[src/rtl/pwm_peripheral.sv]
// 16-channel PWM peripheral: a prescaler feeds an 8-bit period counter shared by all channels.
// Each channel is off, statically on, or follows the common PWM level; outputs are registered.
module pwm_peripheral #(
    parameter int unsigned CLK_DIV = 12
) (
    input  logic        clk,
    input  logic        rst_n,
    input  logic [7:0]  en_reg_out_7_0,
    input  logic [7:0]  en_reg_out_15_8,
    input  logic [7:0]  en_reg_pwm_7_0,
    input  logic [7:0]  en_reg_pwm_15_8,
    input  logic [7:0]  pwm_duty_cycle,
    output logic [15:0] out,
    output logic        period_start
);

    localparam int unsigned PW = (CLK_DIV > 1) ? $clog2(CLK_DIV) : 1;
    localparam logic [PW-1:0] PRESC_MAX = PW'(CLK_DIV - 1);

    logic [PW-1:0] presc_q, presc_d;
    logic [7:0]    cnt_q, cnt_d;
    logic [7:0]    duty_q, duty_d;
    logic [15:0]   out_q, out_d;
    logic          wrap_q;
    logic          period_start_q;

    logic          tick;
    logic          wrap;
    logic          pwm;
    logic [15:0]   en_out;
    logic [15:0]   en_pwm;

    assign en_out = {en_reg_out_15_8, en_reg_out_7_0};
    assign en_pwm = {en_reg_pwm_15_8, en_reg_pwm_7_0};

    always_comb begin
        tick    = (presc_q == PRESC_MAX);
        wrap    = tick && (cnt_q == 8'hFF);
        presc_d = tick ? '0 : presc_q + PW'(1);
        cnt_d   = tick ? cnt_q + 8'd1 : cnt_q;
        // Duty is only sampled at the wrap so a running period is never altered.
        duty_d  = wrap ? pwm_duty_cycle : duty_q;
        pwm     = (duty_q == 8'hFF) || (cnt_q < duty_q);
        out_d   = en_out & (~en_pwm | {16{pwm}});
    end

    always_ff @(posedge clk or negedge rst_n) begin
        if (!rst_n) begin
            presc_q        <= '0;
            cnt_q          <= '0;
            duty_q         <= '0;
            out_q          <= '0;
            wrap_q         <= 1'b0;
            period_start_q <= 1'b0;
        end else begin
            presc_q        <= presc_d;
            cnt_q          <= cnt_d;
            duty_q         <= duty_d;
            out_q          <= out_d;
            // Delayed twice so the pulse lines up with the first registered output of the period.
            wrap_q         <= wrap;
            period_start_q <= wrap_q;
        end
    end

    assign out          = out_q;
    assign period_start = period_start_q;

endmodule

[config.mk]
export PLATFORM = sky130hd
export DESIGN_NAME = pwm_peripheral
export DESIGN_NICKNAME = d
export VERILOG_FILES = /design/src/rtl/pwm_peripheral.sv
export SDC_FILE = /design/constraint.sdc
export NUM_CORES = 1
export LEC_CHECK = 0
export ABC_AREA = 1
export BUFFER_PORTS_ARGS = -buffer_cell sky130_fd_sc_hd__clkbuf_2
export CORE_ASPECT_RATIO = 1.75
export CORE_UTILIZATION = 49
export DETAILED_ROUTE_END_ITERATION = 6
export GPL_TIMING_DRIVEN = 1
export PLACE_DENSITY = 0.8
export SETUP_SLACK_MARGIN = 0.4
export SYNTH_ARGS = -nofsm -noshare
export SYNTH_HDL_FRONTEND = slang
export SYNTH_SLANG_ARGS = --single-unit
[constraint.sdc]
create_clock -name clk -period 2.2 [get_ports clk]
set_input_delay 0 -clock clk [delete_from_list [all_inputs] [get_ports clk]]
set_output_delay 0 -clock clk [all_outputs]
set_load 0.02 [all_outputs]
==> impl_metrics.xml <==
<?xml version="1.0" encoding="UTF-8"?>
<metrics>
  <group name="sta">
    <metric name="final.setup.tns" unit="ps">0</metric>
    <metric name="skew" unit="ps">4.830</metric>
    <metric name="timing.final.crit_share" unit="%">86.80</metric>
    <metric name="period_minus_slack" unit="ps">1910</metric>
    <metric name="slew_headroom" unit="%">39.10</metric>
    <metric name="tightestPinTransition" unit="ps">913.5</metric>
    <metric name="hold_viol" unit="">0</metric>
    <metric name="final_max_slew_viol_count" unit="">0</metric>
    <metric name="setup_repair_after_global_routing_missed_its_margin" unit="">false</metric>
    <metric name="finalSetupViolCount" unit="">0</metric>
    <metric name="max_freq" unit="MHz">523.7</metric>
  </group>
  <group name="finish">
    <metric name="area.growth.synth_to_final" unit="%">53.68</metric>
    <metric name="num_antenna_cells" unit="">0</metric>
    <metric name="final.fill_count" unit="">189</metric>
    <metric name="drive_above_1_share" unit="%">31.25</metric>
    <metric name="num-nets-final" unit="">354</metric>
  </group>
  <group name="power">
    <metric name="internal_power" unit="mW">1.053</metric>
    <metric name="vdd_ir_drop_max" unit="mV">0.5166</metric>
    <metric name="overall_power_of_the_completed_layout" unit="mW">1.400</metric>
    <metric name="comb_pwr_share" unit="%">12.1</metric>
    <metric name="power.net_switching" unit="mW">0.3474</metric>
    <metric name="static-leakage-power" unit="nW">1.551</metric>
    <metric name="power_frac_clock" unit="%">36.6</metric>
    <metric name="switching_share" unit="%">24.81</metric>
    <metric name="p_seq_share" unit="%">51.3</metric>
    <metric name="power_density" unit="nW/um^2">520.5</metric>
  </group>
  <group name="placed_design">
    <metric name="dp_hpwl" unit="mm">2.642</metric>
    <metric name="io_buffer_count" unit="">58</metric>
    <metric name="place.gp.congestion" unit="">0.7471</metric>
  </group>
  <group name="drt">
    <metric name="route.detailed.drc" unit="">0</metric>
    <metric name="routed_wl" unit="mm">6.072</metric>
    <metric name="routed-via-count" unit="">1791</metric>
    <metric name="route.antenna.remaining_nets" unit="">0</metric>
    <metric name="routed_wire_length_per_instance" unit="um">17.40</metric>
    <metric name="detail_route.vias_per_cell" unit="">5.132</metric>
    <metric name="drtPass1Iterations" unit="">4</metric>
    <metric name="first_iter_violations" unit="">78</metric>
  </group>
  <group name="synthesis">
    <metric name="synth_top_area_share" unit="%">54.32</metric>
    <metric name="yosys.cell_types.count" unit="">24</metric>
    <metric name="synthMuxAreaShare" unit="%">0</metric>
    <metric name="post_synth_main_area_contributors" unit="">sky130_fd_sc_hd__dfrtp_1, sky130_fd_sc_hd__nand2_1, sky130_fd_sc_hd__inv_1</metric>
    <metric name="synth_seq_cells" unit="">38</metric>
    <metric name="synth-simple-area-share" unit="%">25.80</metric>
    <metric name="synth_top_family_by_area" unit="">simple AND/OR/NAND/NOR gates</metric>
    <metric name="netlist_area" unit="sq um">1750</metric>
    <metric name="synth_adder_area_share" unit="%">6.433</metric>
    <metric name="syn-instance-count" unit="">193</metric>
    <metric name="synth-seq-area-share" unit="%">54.32</metric>
    <metric name="synth_xor_area_share" unit="%">3.002</metric>
    <metric name="synth.avg_cell_area" unit="sq um">9.070</metric>
    <metric name="synth_fp_nets" unit="">244</metric>
    <metric name="area_fraction_in_compound_gates_after_synthesis" unit="%">1.644</metric>
    <metric name="dominant_cell_type_by_area_after_synthesis" unit="">sky130_fd_sc_hd__dfrtp_1</metric>
    <metric name="yosysWarnings" unit="">0</metric>
  </group>
  <group name="clock_tree">
    <metric name="cts_max_path_buffers" unit="">2</metric>
    <metric name="cts_sinks" unit="">38</metric>
    <metric name="worst_skew_late_latency" unit="ps">300</metric>
    <metric name="cts.clk_slew.worst_paths" unit="ps">80</metric>
    <metric name="clock_tree.root_cell" unit="">sky130_fd_sc_hd__clkbuf_8</metric>
    <metric name="cts_max_level" unit="">2</metric>
    <metric name="cts_tree" unit="">done</metric>
    <metric name="cts_made_buffers" unit="">5</metric>
  </group>
  <group name="die">
    <metric name="die_width" unit="um">47.18</metric>
    <metric name="die_h" unit="um">81.07</metric>
    <metric name="dieArea" unit="sq um">3825</metric>
    <metric name="core_area" unit="sq um">3398</metric>
    <metric name="placement_rows" unit="">28</metric>
    <metric name="initial_utilization" unit="%">51.51</metric>
    <metric name="boundaryPins" unit="">59</metric>
  </group>
  <group name="worst_setup_path">
    <metric name="setup_crit_path_kind" unit="">reg2reg</metric>
    <metric name="critical_path_arrival" unit="ps">2140</metric>
    <metric name="critPathMaxFanout" unit="">8</metric>
    <metric name="rr_startpoint" unit="">cnt_q[5]</metric>
    <metric name="worst_setup_path_start_kind" unit="">flip-flop</metric>
    <metric name="crit_start" unit="">cnt_q[5]</metric>
    <metric name="timing.critical_path.to_type" unit="">flip-flop</metric>
    <metric name="cp_data_required_time" unit="ps">2430</metric>
  </group>
  <group name="grt">
    <metric name="grt_usage" unit="%">30.88</metric>
    <metric name="grt_start_max_net_pins" unit="">39</metric>
    <metric name="antenna_found_initial" unit="">0</metric>
    <metric name="first_global_vias" unit="">1855</metric>
    <metric name="overflow" unit="">0</metric>
    <metric name="grt_pass1_wl" unit="mm">8.093</metric>
  </group>
  <group name="job">
    <metric name="drv_cap" unit="">0</metric>
  </group>
  <group name="run_status">
    <metric name="run_status" unit="">completed</metric>
  </group>
  <group name="hold_path">
    <metric name="timing.hold.worst.class" unit="">in2async</metric>
  </group>
</metrics>
## worst max-delay path, stage by stage (launching register included)
cell                      delay, ps
sky130_fd_sc_hd__dfrtp_2        440
sky130_fd_sc_hd__ha_1           350
sky130_fd_sc_hd__a21oi_2        170
sky130_fd_sc_hd__nor2_1          60
sky130_fd_sc_hd__nor3_2         240
sky130_fd_sc_hd__buf_4          170
sky130_fd_sc_hd__nand2_4        100
sky130_fd_sc_hd__nand3_1        100
sky130_fd_sc_hd__nand2_1        110
sky130_fd_sc_hd__inv_1          100
## sequential cells by signal (all words and copies together), names as in the netlist
name and cells:
cnt_q 8, duty_q 8, out 16, period_start 1, presc_q 4, wrap_q 1
## cells by family (layout without fill, tap and decap cells)
kind of cell,Yosys count,after routing
flip-flops,38,38
adder cells (fa/ha/maj),9,9
buffers and inverters,38,148
XOR/XNOR,6,6
AO/OA/AOI/OAI,5,5
AND/OR/NAND/NOR,97,98
## synthesized netlist by cell type, drive strengths merged
master,number
nor2,6
nor4,2
xnor2,1
xor2,5
or2,1
inv,36
a21oi,2
nand3b,1
nand3,21
buf,2
nor3,3
a31o,1
ha,9
nand2,63
dfrtp,38
o21ai,2
## per-layer routing
metal	track usage [%]	part of all wire, %	up-vias
li1	-	-	806
met1	32.35	36	862
met2	53.61	52	95
met3	7.556	6.8	28
met4	16.57	5.0	0
met5	0	0	-
## metrics by stage
| step | cells | setup slack [ps] | util (%) | cell area [sq um] | hold slack, ps |
|---|---|---|---|---|---|
| 6_report | 349 | 290.4 | 79.16 | 2690 | 365.6 |
| 3_3_place_gp | 294 | 457.4 | 61.16 | 2078 | 174.3 |
| 4_1_cts | 343 | 430.8 | 76.10 | 2586 | 358.2 |
| 3_5_place_dp | 294 | 333.5 | 61.16 | 2078 | 173.8 |
| 2_1_floorplan | 193 | 637.7 | - | 1750 | -295.6 |
| 5_1_grt | 349 | 285.6 | 79.16 | 2690 | 383.5 |
## worst paths after layout
path / to / slack [ps] / depth (start not counted)
max: out[6] / 290 / 9
min in group clk: period_start / 370 / 0
max reg2reg: out[6] / 290 / 9
min reg2reg: period_start / 370 / 0
min: out[3] / 370 / 2
max in group asynchronous: cnt_q[5] / 1210 / 2
## power groups by stage
stage | Combinational (mW) | Sequential, mW | Clock [mW]
after floorplan | 0.0109 | 0.751 | 0
after global placement | 0.0941 | 0.730 | 0
after detailed placement | 0.0965 | 0.731 | 0
after CTS | 0.154 | 0.717 | 0.509
after global routing | 0.179 | 0.719 | 0.534
final | 0.169 | 0.718 | 0.513
## layout by cell type (no fill, tap or decap), types with 2 or more instances in the layout
cell type,instances
sky130_fd_sc_hd__nand2_1,60
sky130_fd_sc_hd__clkbuf_2,58
sky130_fd_sc_hd__dlygate4sd3_1,41
sky130_fd_sc_hd__dfrtp_1,37
sky130_fd_sc_hd__inv_1,34
sky130_fd_sc_hd__nand3_2,10
sky130_fd_sc_hd__nand3_1,10
sky130_fd_sc_hd__ha_1,9
sky130_fd_sc_hd__clkbuf_8,6
sky130_fd_sc_hd__nor2_1,5
sky130_fd_sc_hd__xor2_1,5
sky130_fd_sc_hd__buf_4,5
sky130_fd_sc_hd__nand2_4,2
sky130_fd_sc_hd__nor4_1,2
sky130_fd_sc_hd__inv_2,2
sky130_fd_sc_hd__nand2_2,2
sky130_fd_sc_hd__o21ai_0,2
## final cells by class
| class | count | area [sq um] | share of cell area (%) |
|---|---|---|---|
| Sequential cell | 38 | 952.2 | 35.40 |
| Timing Repair Buffer | 104 | 738.2 | 27.44 |
| Multi-Input combinational cell | 118 | 713.2 | 26.51 |
| Inverter | 36 | 135.1 | 5.023 |
| Clock buffer | 6 | 82.58 | 3.070 |
| Tap cell | 45 | 56.30 | 2.093 |
| Clock inverter | 2 | 12.51 | 0.4651 |
## what timing repair did
| item | in CTS | in global routing |
|---|---|---|
| resized for setup | 1 | 14 |
| buffers inserted | 0 | 5 |
| pin swaps | 0 | 4 |
| endpoints found under the setup margin | 16 | 18 |
| cloned | 0 | 1 |
| endpoints found under the hold margin | 62 | 0 |
| hold buffers | 41 | 0 |
(Power assumes the default switching activity.)
